[src/rtl/serial_subtractor.sv]
// -----------------------------------------------------------------------------
// serial_subtractor
//
// Bit-serial subtractor that computes diff = x - y - b_in (mod 2^WIDTH) LSB
// first, one bit per clock. It uses a single full-subtractor cell and one
// borrow flip-flop. The operands are captured when start is accepted in IDLE.
// The block then spends WIDTH cycles in SHIFT and one cycle in DONE. The
// result outputs change only on the SHIFT->DONE edge and hold their value
// until the next operation completes.
//
// Parameters
//   WIDTH  : operand width in bits, 2..32 (default 8)
//
// Ports
//   clk    : in,  clock, rising edge
//   rst    : in,  asynchronous active-high reset
//   start  : in,  one-cycle request, sampled only in IDLE
//   x      : in,  WIDTH, minuend (captured on accepted start)
//   y      : in,  WIDTH, subtrahend (captured on accepted start)
//   b_in   : in,  borrow-in (captured on accepted start)
//   diff   : out, WIDTH, x - y - b_in mod 2^WIDTH
//   b_out  : out, final borrow (1 when x < y + b_in, unsigned)
//   ovf    : out, signed overflow flag (only with SERIAL_SUB_SIGNED_OVF_EN)
//   busy   : out, high while in SHIFT
//   done   : out, one-cycle pulse in DONE
//
// Build option
//   SERIAL_SUB_SIGNED_OVF_EN : when defined, adds the ovf output. It is set on
//                              completion when the operand signs differ and the
//                              sign of the result differs from the sign of x.
// -----------------------------------------------------------------------------
module serial_subtractor #(
  parameter int WIDTH = 8
) (
  input  logic             clk,
  input  logic             rst,
  input  logic             start,
  input  logic [WIDTH-1:0] x,
  input  logic [WIDTH-1:0] y,
  input  logic             b_in,
  output logic [WIDTH-1:0] diff,
  output logic             b_out,
`ifdef SERIAL_SUB_SIGNED_OVF_EN
  output logic             ovf,
`endif
  output logic             busy,
  output logic             done
);

  localparam int CW = (WIDTH > 1) ? $clog2(WIDTH) : 1;

  typedef enum logic [1:0] {
    IDLE  = 2'd0,
    SHIFT = 2'd1,
    DONE  = 2'd2
  } state_t;

  state_t           state;
  state_t           state_nx;

  logic [WIDTH-1:0] xr;       // minuend, consumed from bit 0
  logic [WIDTH-1:0] yr;       // subtrahend, consumed from bit 0
  logic [WIDTH-1:0] dr;       // result bits, shifted in at the MSB
  logic             br;       // running borrow
  logic [CW-1:0]    count;    // index of the bit being processed

  logic             cell_d;   // full-subtractor difference bit
  logic             cell_b;   // full-subtractor borrow-out
  logic             last_bit; // processing the MSB in this cycle

  // ---------------------------------------------------------------------------
  // Full-subtractor cell. The difference bit is the XOR of the three inputs.
  // A borrow is generated when x=0 and y=1. It is propagated when x==y and a
  // borrow came in.
  // ---------------------------------------------------------------------------
  assign cell_d   = xr[0] ^ yr[0] ^ br;
  assign cell_b   = (~xr[0] & yr[0]) | (~(xr[0] ^ yr[0]) & br);

  assign last_bit = (state == SHIFT) && (count == CW'(WIDTH - 1));

  // ---------------------------------------------------------------------------
  // State register
  // ---------------------------------------------------------------------------
  // NOTE: sequential state is written with non-blocking assignments only, so
  // every flop samples values from before the edge, whatever the order of the
  // always blocks.
  always_ff @(posedge clk or posedge rst) begin
    if (rst) begin
      state <= IDLE;
    end else begin
      state <= state_nx;
    end
  end

  // ---------------------------------------------------------------------------
  // Next-state logic
  // ---------------------------------------------------------------------------
  // NOTE: the default assignment comes first so that every path assigns
  // state_nx and no latch is inferred.
  always_comb begin
    state_nx = state;
    case (state)
      IDLE:    if (start) state_nx = SHIFT;
      SHIFT:   if (last_bit) state_nx = DONE;
      DONE:    state_nx = IDLE;
      default: state_nx = IDLE;
    endcase
  end

  assign busy = (state == SHIFT);
  assign done = (state == DONE);

  // ---------------------------------------------------------------------------
  // Datapath: operand capture, serial processing, and result update.
  // A start in SHIFT or DONE never reaches the load branch, so it is dropped.
  // ---------------------------------------------------------------------------
  always_ff @(posedge clk or posedge rst) begin
    if (rst) begin
      xr    <= '0;
      yr    <= '0;
      dr    <= '0;
      br    <= 1'b0;
      count <= '0;
      diff  <= '0;
      b_out <= 1'b0;
    end else begin
      case (state)
        IDLE: begin
          if (start) begin
            xr    <= x;
            yr    <= y;
            br    <= b_in;
            dr    <= '0;
            count <= '0;
          end
        end
        SHIFT: begin
          xr <= xr >> 1;
          yr <= yr >> 1;
          br <= cell_b;
          dr <= {cell_d, dr[WIDTH-1:1]};
          if (last_bit) begin
            // The visible result is taken from the combinational cell output,
            // so it appears on the same edge that enters DONE.
            diff  <= {cell_d, dr[WIDTH-1:1]};
            b_out <= cell_b;
            count <= '0;
          end else begin
            count <= count + CW'(1);
          end
        end
        default: ;
      endcase
    end
  end

`ifdef SERIAL_SUB_SIGNED_OVF_EN
  // ---------------------------------------------------------------------------
  // Signed overflow. In the final SHIFT cycle xr[0] and yr[0] hold the sign
  // bits of the captured operands, and cell_d is the sign bit of the result.
  // No extra capture register is needed.
  // ---------------------------------------------------------------------------
  always_ff @(posedge clk or posedge rst) begin
    if (rst) begin
      ovf <= 1'b0;
    end else if (last_bit) begin
      ovf <= (xr[0] != yr[0]) && (cell_d != xr[0]);
    end
  end
`endif

endmodule

[config.mk]
export PLATFORM = sky130hd
export DESIGN_NAME = serial_subtractor
export DESIGN_NICKNAME = d
export VERILOG_FILES = /design/src/rtl/serial_subtractor.sv
export SDC_FILE = /design/constraint.sdc
export NUM_CORES = 1
export LEC_CHECK = 0
export CORE_MARGIN = 3
export CORE_UTILIZATION = 55
export DETAILED_ROUTE_END_ITERATION = 10
export PLACE_DENSITY = 0.8
export SYNTH_ARGS = -nofsm -noshare
export SYNTH_HDL_FRONTEND = slang
export SYNTH_SLANG_ARGS = --single-unit
export TNS_END_PERCENT = 20
[constraint.sdc]
create_clock -name clk -period 2.8 [get_ports clk]
set_input_delay 0.56 -clock clk [delete_from_list [all_inputs] [get_ports clk]]
set_output_delay 0.56 -clock clk [all_outputs]
set_load 0.05 [all_outputs]
==> results of run 1 <==
sequential cells by signal, summed over array words and instances (netlist names):
signal  flops
b_out       1
dr          7
count       3
br          1
yr          8
diff        8
xr          8
state       2
how the worst max path moves through the flow:
stage               slack, ns                 start           endpoint  cells after the start
finish                   0.55  state[0]$_DFFE_PP0P_               busy                      3
global route             0.46  state[0]$_DFFE_PP0P_               busy                      3
CTS                      0.53  state[0]$_DFFE_PP0P_               busy                      3
detailed placement       0.86                 start  xr[6]$_DFFE_PP0P_                      3
global placement         0.91                 start  xr[1]$_DFFE_PP0P_                      3
floorplan                0.89  state[0]$_DFFE_PP0P_               done                      3
power groups by stage:
stage          Combinational, W  Clock [W]  Sequential, W
3_5_place_dp            0.00116          0       0.000949
4_1_cts                 0.00116   0.000309       0.000935
3_3_place_gp            0.00112          0       0.000928
2_1_floorplan          0.000642          0        0.00114
6_report                0.00115   0.000301       0.000935
5_1_grt                 0.00125   0.000335       0.000969
cell usage after synthesis:
cell type / count / area share, %
a211oi_1: 1 / 0.43
a21oi_1: 1 / 0.29
a221oi_1: 13 / 6.6
a221oi_2: 1 / 0.87
a22o_1: 11 / 5.6
buf_2: 6 / 1.7
buf_4: 2 / 0.87
buf_6: 2 / 1.3
clkbuf_1: 1 / 0.22
clkbuf_2: 1 / 0.29
dfrtp_1: 38 / 55
fa_1: 1 / 1.2
ha_1: 2 / 1.4
inv_1: 18 / 3.9
mux2_1: 8 / 5.2
mux2_2: 1 / 0.65
mux2i_1: 1 / 0.58
nand2b_1: 1 / 0.36
nand3b_1: 1 / 0.43
nor2_1: 10 / 2.2
nor2b_1: 2 / 0.72
nor3b_1: 3 / 1.3
nor4b_1: 15 / 7.6
o21bai_4: 1 / 1.1
or2b_1: 1 / 0.43
final cells by class:
cell class	count	area, sq um	share of cell area [%]
well taps	42	52.6	2.47
repair buffers	36	355	16.7
multi-input cells	74	638	30.0
clock inverters	2	12.5	0.588
clock buffers	6	51.3	2.41
flip-flops and latches	38	951	44.7
inverters	18	67.6	3.17
layout by cell type (no fill, tap or decap), drive strengths merged, types with 3 or more instances in the layout:
master and instances:
nor4b 15, mux2 9, clkbuf 6, buf 7
a22o 11, a221oi 14, nor3b 3, clkdlybuf4s50 29
nor2 10, inv 18, dfrtp 38
routing by layer:
metal,wire [um],share of wire [%],up-vias
met5,0,0,-
met4,58,1.7,0
met3,193,5.8,6
met2,1640,49,39
met1,1430,43,597
li1,-,-,576
logic make-up after synthesis:
group | after synthesis
AO/OA/AOI/OAI | 28
adder cells (fa/ha/maj) | 3
buffers and inverters | 30
flip-flops | 38
multiplexers | 10
AND/OR/NAND/NOR | 33
stage by stage:
stage	cells	util, %	cell area, sq um
2_1_floorplan	142	-	1730
3_3_place_gp	208	71.8	2060
3_5_place_dp	208	71.8	2060
4_1_cts	216	74.0	2130
5_1_grt	216	74.0	2130
6_report	216	74.0	2130
==> results.py, run 1 <==
metrics = {
    "run_status": {
        "outcome": "finished clean",
    },
    "place": {
        "preCtsSetupSlack_ns": 0.856,
        "hpwlAfterDp_um": 2280,
        "port_buffers": 30,
        "place.gp.congestion": 0.712,
    },
    "critical_path": {
        "arrival_ns": 1.69,
        "end_kind": "output port",
        "r2r_end": "diff[1]$_DFFE_PP0P_",
        "critPathTopFamily": "simple AND/OR/NAND/NOR gates",
        "critical_path_required_ns": 2.24,
        "crit_path_max_incr_delay_ns": 0.53,
        "worstPathMaxFanout": 10,
        "worstSetupPathType": "flip-flop to output port",
        "reg2reg_depth": 4,
        "crit_buf_inv": 2,
        "cpMaxStageDelayCell": "nor2b_1",
        "path_cells": "buf_4, nor2b_1, buf_12",
        "r2r-start": "count[0]$_DFFE_PP0P_",
        "r2r_slack_ns": 1.04,
        "cp-start-kind": "flip-flop",
    },
    "power": {
        "powerDensity_nw_per_um2": 1120,
        "finalPower_w": 0.00239,
        "p_int_w": 0.00142,
        "comb_power_share_pct": 48.3,
        "p_switching_w": 0.000975,
        "swShare_pct": 40.8,
        "pwr-share-seq_pct": 39.1,
        "ir_worst_vdd_mv": 0.734,
        "p_leak_nw": 0.953,
        "p_clk_share_pct": 12.6,
    },
    "clock_tree": {
        "cts_tree": "built",
        "htree_num_levels": 2,
        "clock_path_buffers": 2,
        "path_clk_slew_ns": 0.11,
        "cts_setup_buffers": 0,
        "clk_latency_ns": 0.35,
        "root_buffer": "clkbuf_4",
        "ctsResizeCount": 0,
        "ctsHoldBuffers": 0,
        "cts_made_buffers": 5,
        "numClockSinks": 38,
    },
    "sta": {
        "whs_ns": 0.496,
        "setup_slack_ns": 0.549,
        "fmax_mhz": 444,
        "finalHoldViolations": 0,
        "fin_crit_sh_pct": 80.4,
        "slew_violations": 0,
        "setup_violations": 0,
        "worstMarginPinSlew_ns": 0.635,
        "slew_headroom_pct": 57.6,
        "tns_ns": 0,
        "post-route-min-period_ns": 2.25,
        "finalClockSkew_ns": 0.00964,
        "rsz0062_at_grt": "false",
    },
    "global_routing": {
        "overflow": 0,
        "grtUsageMet2_pct": 30.4,
        "antenna_found_initial": 0,
        "gr-usage-met1_pct": 24.0,
        "grt_max_degree": 39,
        "grt_pass1_vias": 1197,
        "grt_use_met3_pct": 5.23,
        "grt_usage_pct": 18.9,
        "grt.busiest_layer": "met2",
        "grt_pass1_wl_um": 5680,
    },
    "synthesis": {
        "synthCells": 142,
        "seq_area_frac_synth_pct": 54.9,
        "synth-simple-area-share_pct": 13.0,
        "syn_nets": 165,
        "synth_compound_area_share_pct": 14.8,
        "yosys_warnings": 0,
        "avgSynthCellArea_sq_um": 12.2,
        "ys_types": 25,
        "synth_seq_cells": 38,
        "syn-cell-area_sq_um": 1730,
        "synth_mux_area_share_pct": 6.43,
        "yosys.area_share.xor_xnor_pct": 0,
        "synth_fa_ha_area_share_pct": 2.60,
        "synth_top_family_by_area": "compound AO/OA/AOI/OAI gates",
    },
    "floorplan": {
        "die_x_um": 62.1,
        "initial_core_util_pct": 60.2,
        "die_area_sq_um": 3860,
        "ioPinCount": 31,
        "die-height_um": 62.1,
        "row_count": 19,
        "core_sq_um": 2880,
    },
    "cells_and_area": {
        "area_delta_synth_final_pct": 22.8,
        "drive_above_1_share_pct": 10.3,
        "n_antenna_cell": 0,
        "fill_cells": 207,
        "layout.nets": 196,
    },
    "detailed_routing": {
        "drt_iter0_drc": 50,
        "wl_per_cell_um": 15.4,
        "drcViolationCount": 0,
        "vias": 1218,
        "vias_per_cell": 5.64,
        "ant_nets": 0,
        "dr.pass1.iters": 4,
        "drt_wl_total_um": 3330,
    },
    "min_path": {
        "min-delay-start": "dr[1]$_DFFE_PP0P_",
        "worstHoldPathCells": 1,
        "hp-class": "flip-flop to flip-flop",
        "hold_path_end": "diff[0]$_DFFE_PP0P_",
    },
    "job": {
        "drv_cap": 0,
    },
}
Power figures use the tool's default switching activity.
==> inputs of run 2 (changes only) <==
CORE_UTILIZATION = 51   (was 55)
PLACE_DENSITY = 0.75   (was 0.8)
clock period = 2.13 ns   (was 2.8 ns; I/O delays follow)
==> run 2 against run 1 <==
Against the previous run: sequential share of layout area grew 0.13 points; non-clock buffer count is the same; via count grew 1.3%; largest power group unchanged.
==> results.py, run 2 (synthesized netlist as in run 1, its figures left out) <==
metrics = {
    "run_status": {
        "outcome": "finished clean",
    },
    "place": {
        "hpwlAfterDp_um": 2250,
        "place_area_sq_um": 2080,
        "port_buffers": 30,
        "place.gp.congestion": 0.745,
    },
    "global_routing": {
        "antenna_found_initial": 0,
        "grt_max_degree": 39,
        "grt_pass1_vias": 1277,
        "grt_usage_pct": 18.0,
        "grt_pass1_wl_um": 5610,
        "overflow": 0,
    },
    "floorplan": {
        "die-height_um": 64.3,
        "die_area_sq_um": 4130,
        "die_x_um": 64.3,
        "initial_core_util_pct": 55.0,
        "core_sq_um": 3150,
        "row_count": 20,
        "ioPinCount": 31,
    },
    "detailed_routing": {
        "ant_nets": 0,
        "maxUsedRoutingLayer": "met4",
        "met3RoutedLength_um": 162,
        "wl_met1_um": 1400,
        "drt_wl_total_um": 3260,
        "wl_per_cell_um": 15.0,
        "dr.pass1.iters": 4,
        "drt_iter0_drc": 54,
        "drcViolationCount": 0,
        "wl_met2_um": 1620,
        "vias_per_cell": 5.69,
        "vias": 1234,
    },
    "critical_path": {
        "critPathTopFamily": "buffers and inverters",
        "worstPathMaxFanout": 2,
        "path_cells": "clkdlybuf4s50_1",
        "end_kind": "output port",
        "arrival_ns": 1.51,
        "cp-start-kind": "flip-flop",
        "crit_buf_inv": 1,
        "worstSetupPathType": "flip-flop to output port",
        "crit_path_max_incr_delay_ns": 0.81,
        "cpMaxStageDelayCell": "clkdlybuf4s50_1",
        "critical_path_required_ns": 1.70,
    },
    "cells_and_area": {
        "fin_util_pct": 67.3,
        "mostFrequentLayoutCells": "dfrtp_1, clkdlybuf4s50_1, inv_1",
        "fill_cells": 283,
        "drive_above_1_share_pct": 9.25,
        "layout.nets": 196,
        "finalInstanceArea_sq_um": 2120,
        "reg.largest.list": "diff x8, xr x8, yr x8",
        "area_delta_synth_final_pct": 22.5,
        "n_antenna_cell": 0,
        "final_common_cell": "dfrtp_1",
    },
    "clock_tree": {
        "clk_latency_ns": 0.34,
        "clock_path_buffers": 2,
        "cts_tree": "built",
        "cts_setup_buffers": 0,
        "ctsResizeCount": 0,
        "numClockSinks": 38,
        "htree_num_levels": 2,
        "cts_made_buffers": 5,
        "path_clk_slew_ns": 0.10,
        "ctsHoldBuffers": 0,
        "root_buffer": "clkbuf_4",
    },
    "sta": {
        "finalHoldViolations": 0,
        "fmax_mhz": 516,
        "rsz0062_at_grt": "false",
        "whs_ns": 0.472,
        "finalClockSkew_ns": 0.00584,
        "fin_crit_sh_pct": 91.1,
        "slew_violations": 0,
        "worstMarginPinSlew_ns": 0.644,
        "post-route-min-period_ns": 1.94,
        "slew_headroom_pct": 56.9,
        "tns_ns": 0,
        "setup_violations": 0,
    },
    "power": {
        "ir_worst_vdd_mv": 0.625,
        "p_leak_nw": 0.948,
        "powerDensity_nw_per_um2": 1450,
        "finalPower_w": 0.00308,
    },
    "job": {
        "drv_cap": 0,
    },
    "min_path": {
        "hp-class": "input pin to asynchronous set/reset pin",
    },
}
==> run 2: path summary, 6_finish.rpt <==
| kind | startpoint | end | slack (ns) | cells past startpoint |
|---|---|---|---|---|
| min | rst | diff[0]$_DFFE_PP0P_ | 0.47 | 3 |
| max | diff[2]$_DFFE_PP0P_ | diff[2] | 0.19 | 1 |
| min in group clk | diff[6]$_DFFE_PP0P_ | diff[6]$_DFFE_PP0P_ | 0.50 | 1 |
| min reg2reg | diff[6]$_DFFE_PP0P_ | diff[6]$_DFFE_PP0P_ | 0.50 | 1 |
| max reg2reg | count[0]$_DFFE_PP0P_ | diff[3]$_DFFE_PP0P_ | 0.41 | 4 |
| max in group asynchronous | rst | diff[7]$_DFFE_PP0P_ | 1.34 | 3 |
==> run 2: worst register-to-register path, stage by stage, from the launching register on <==
cell	delay, ns
dfrtp_1	0.41
ha_1	0.21
ha_1	0.20
nand3b_1	0.40
mux2_1	0.38
==> run 2: layout make-up <==
class	count	area, sq um	area share [%]
Tap cell	44	55.1	2.59
Inverter	18	67.6	3.18
Multi-Input combinational cell	74	638	30.1
Clock buffer	7	45.0	2.12
Timing Repair Buffer	36	365	17.2
Sequential cell	38	951	44.8
==> run 2: power by group <==
part	switching (W)	leakage (nW)	internal, W
registers	0.000194	0.461	0.00105
logic	0.000849	0.462	0.000650
clock network	0.000211	0.0254	0.000124
total	0.00125	0.948	0.00183
==> run 2: through the flow <==
stage / setup WS, ns / cells
finish: 0.190 / 217
global route: 0.140 / 217
CTS: 0.173 / 217
detailed placement: 0.317 / 210
global placement: 0.371 / 210
floorplan: 0.354 / 142
==> run 2: layer usage <==
| metal | up-vias | GRT usage (%) |
|---|---|---|
| li1 | 574 | - |
| met3 | 8 | 4.22 |
| met2 | 32 | 30.4 |
| met4 | 0 | 10.3 |
| met1 | 620 | 20.9 |
| met5 | - | 0 |
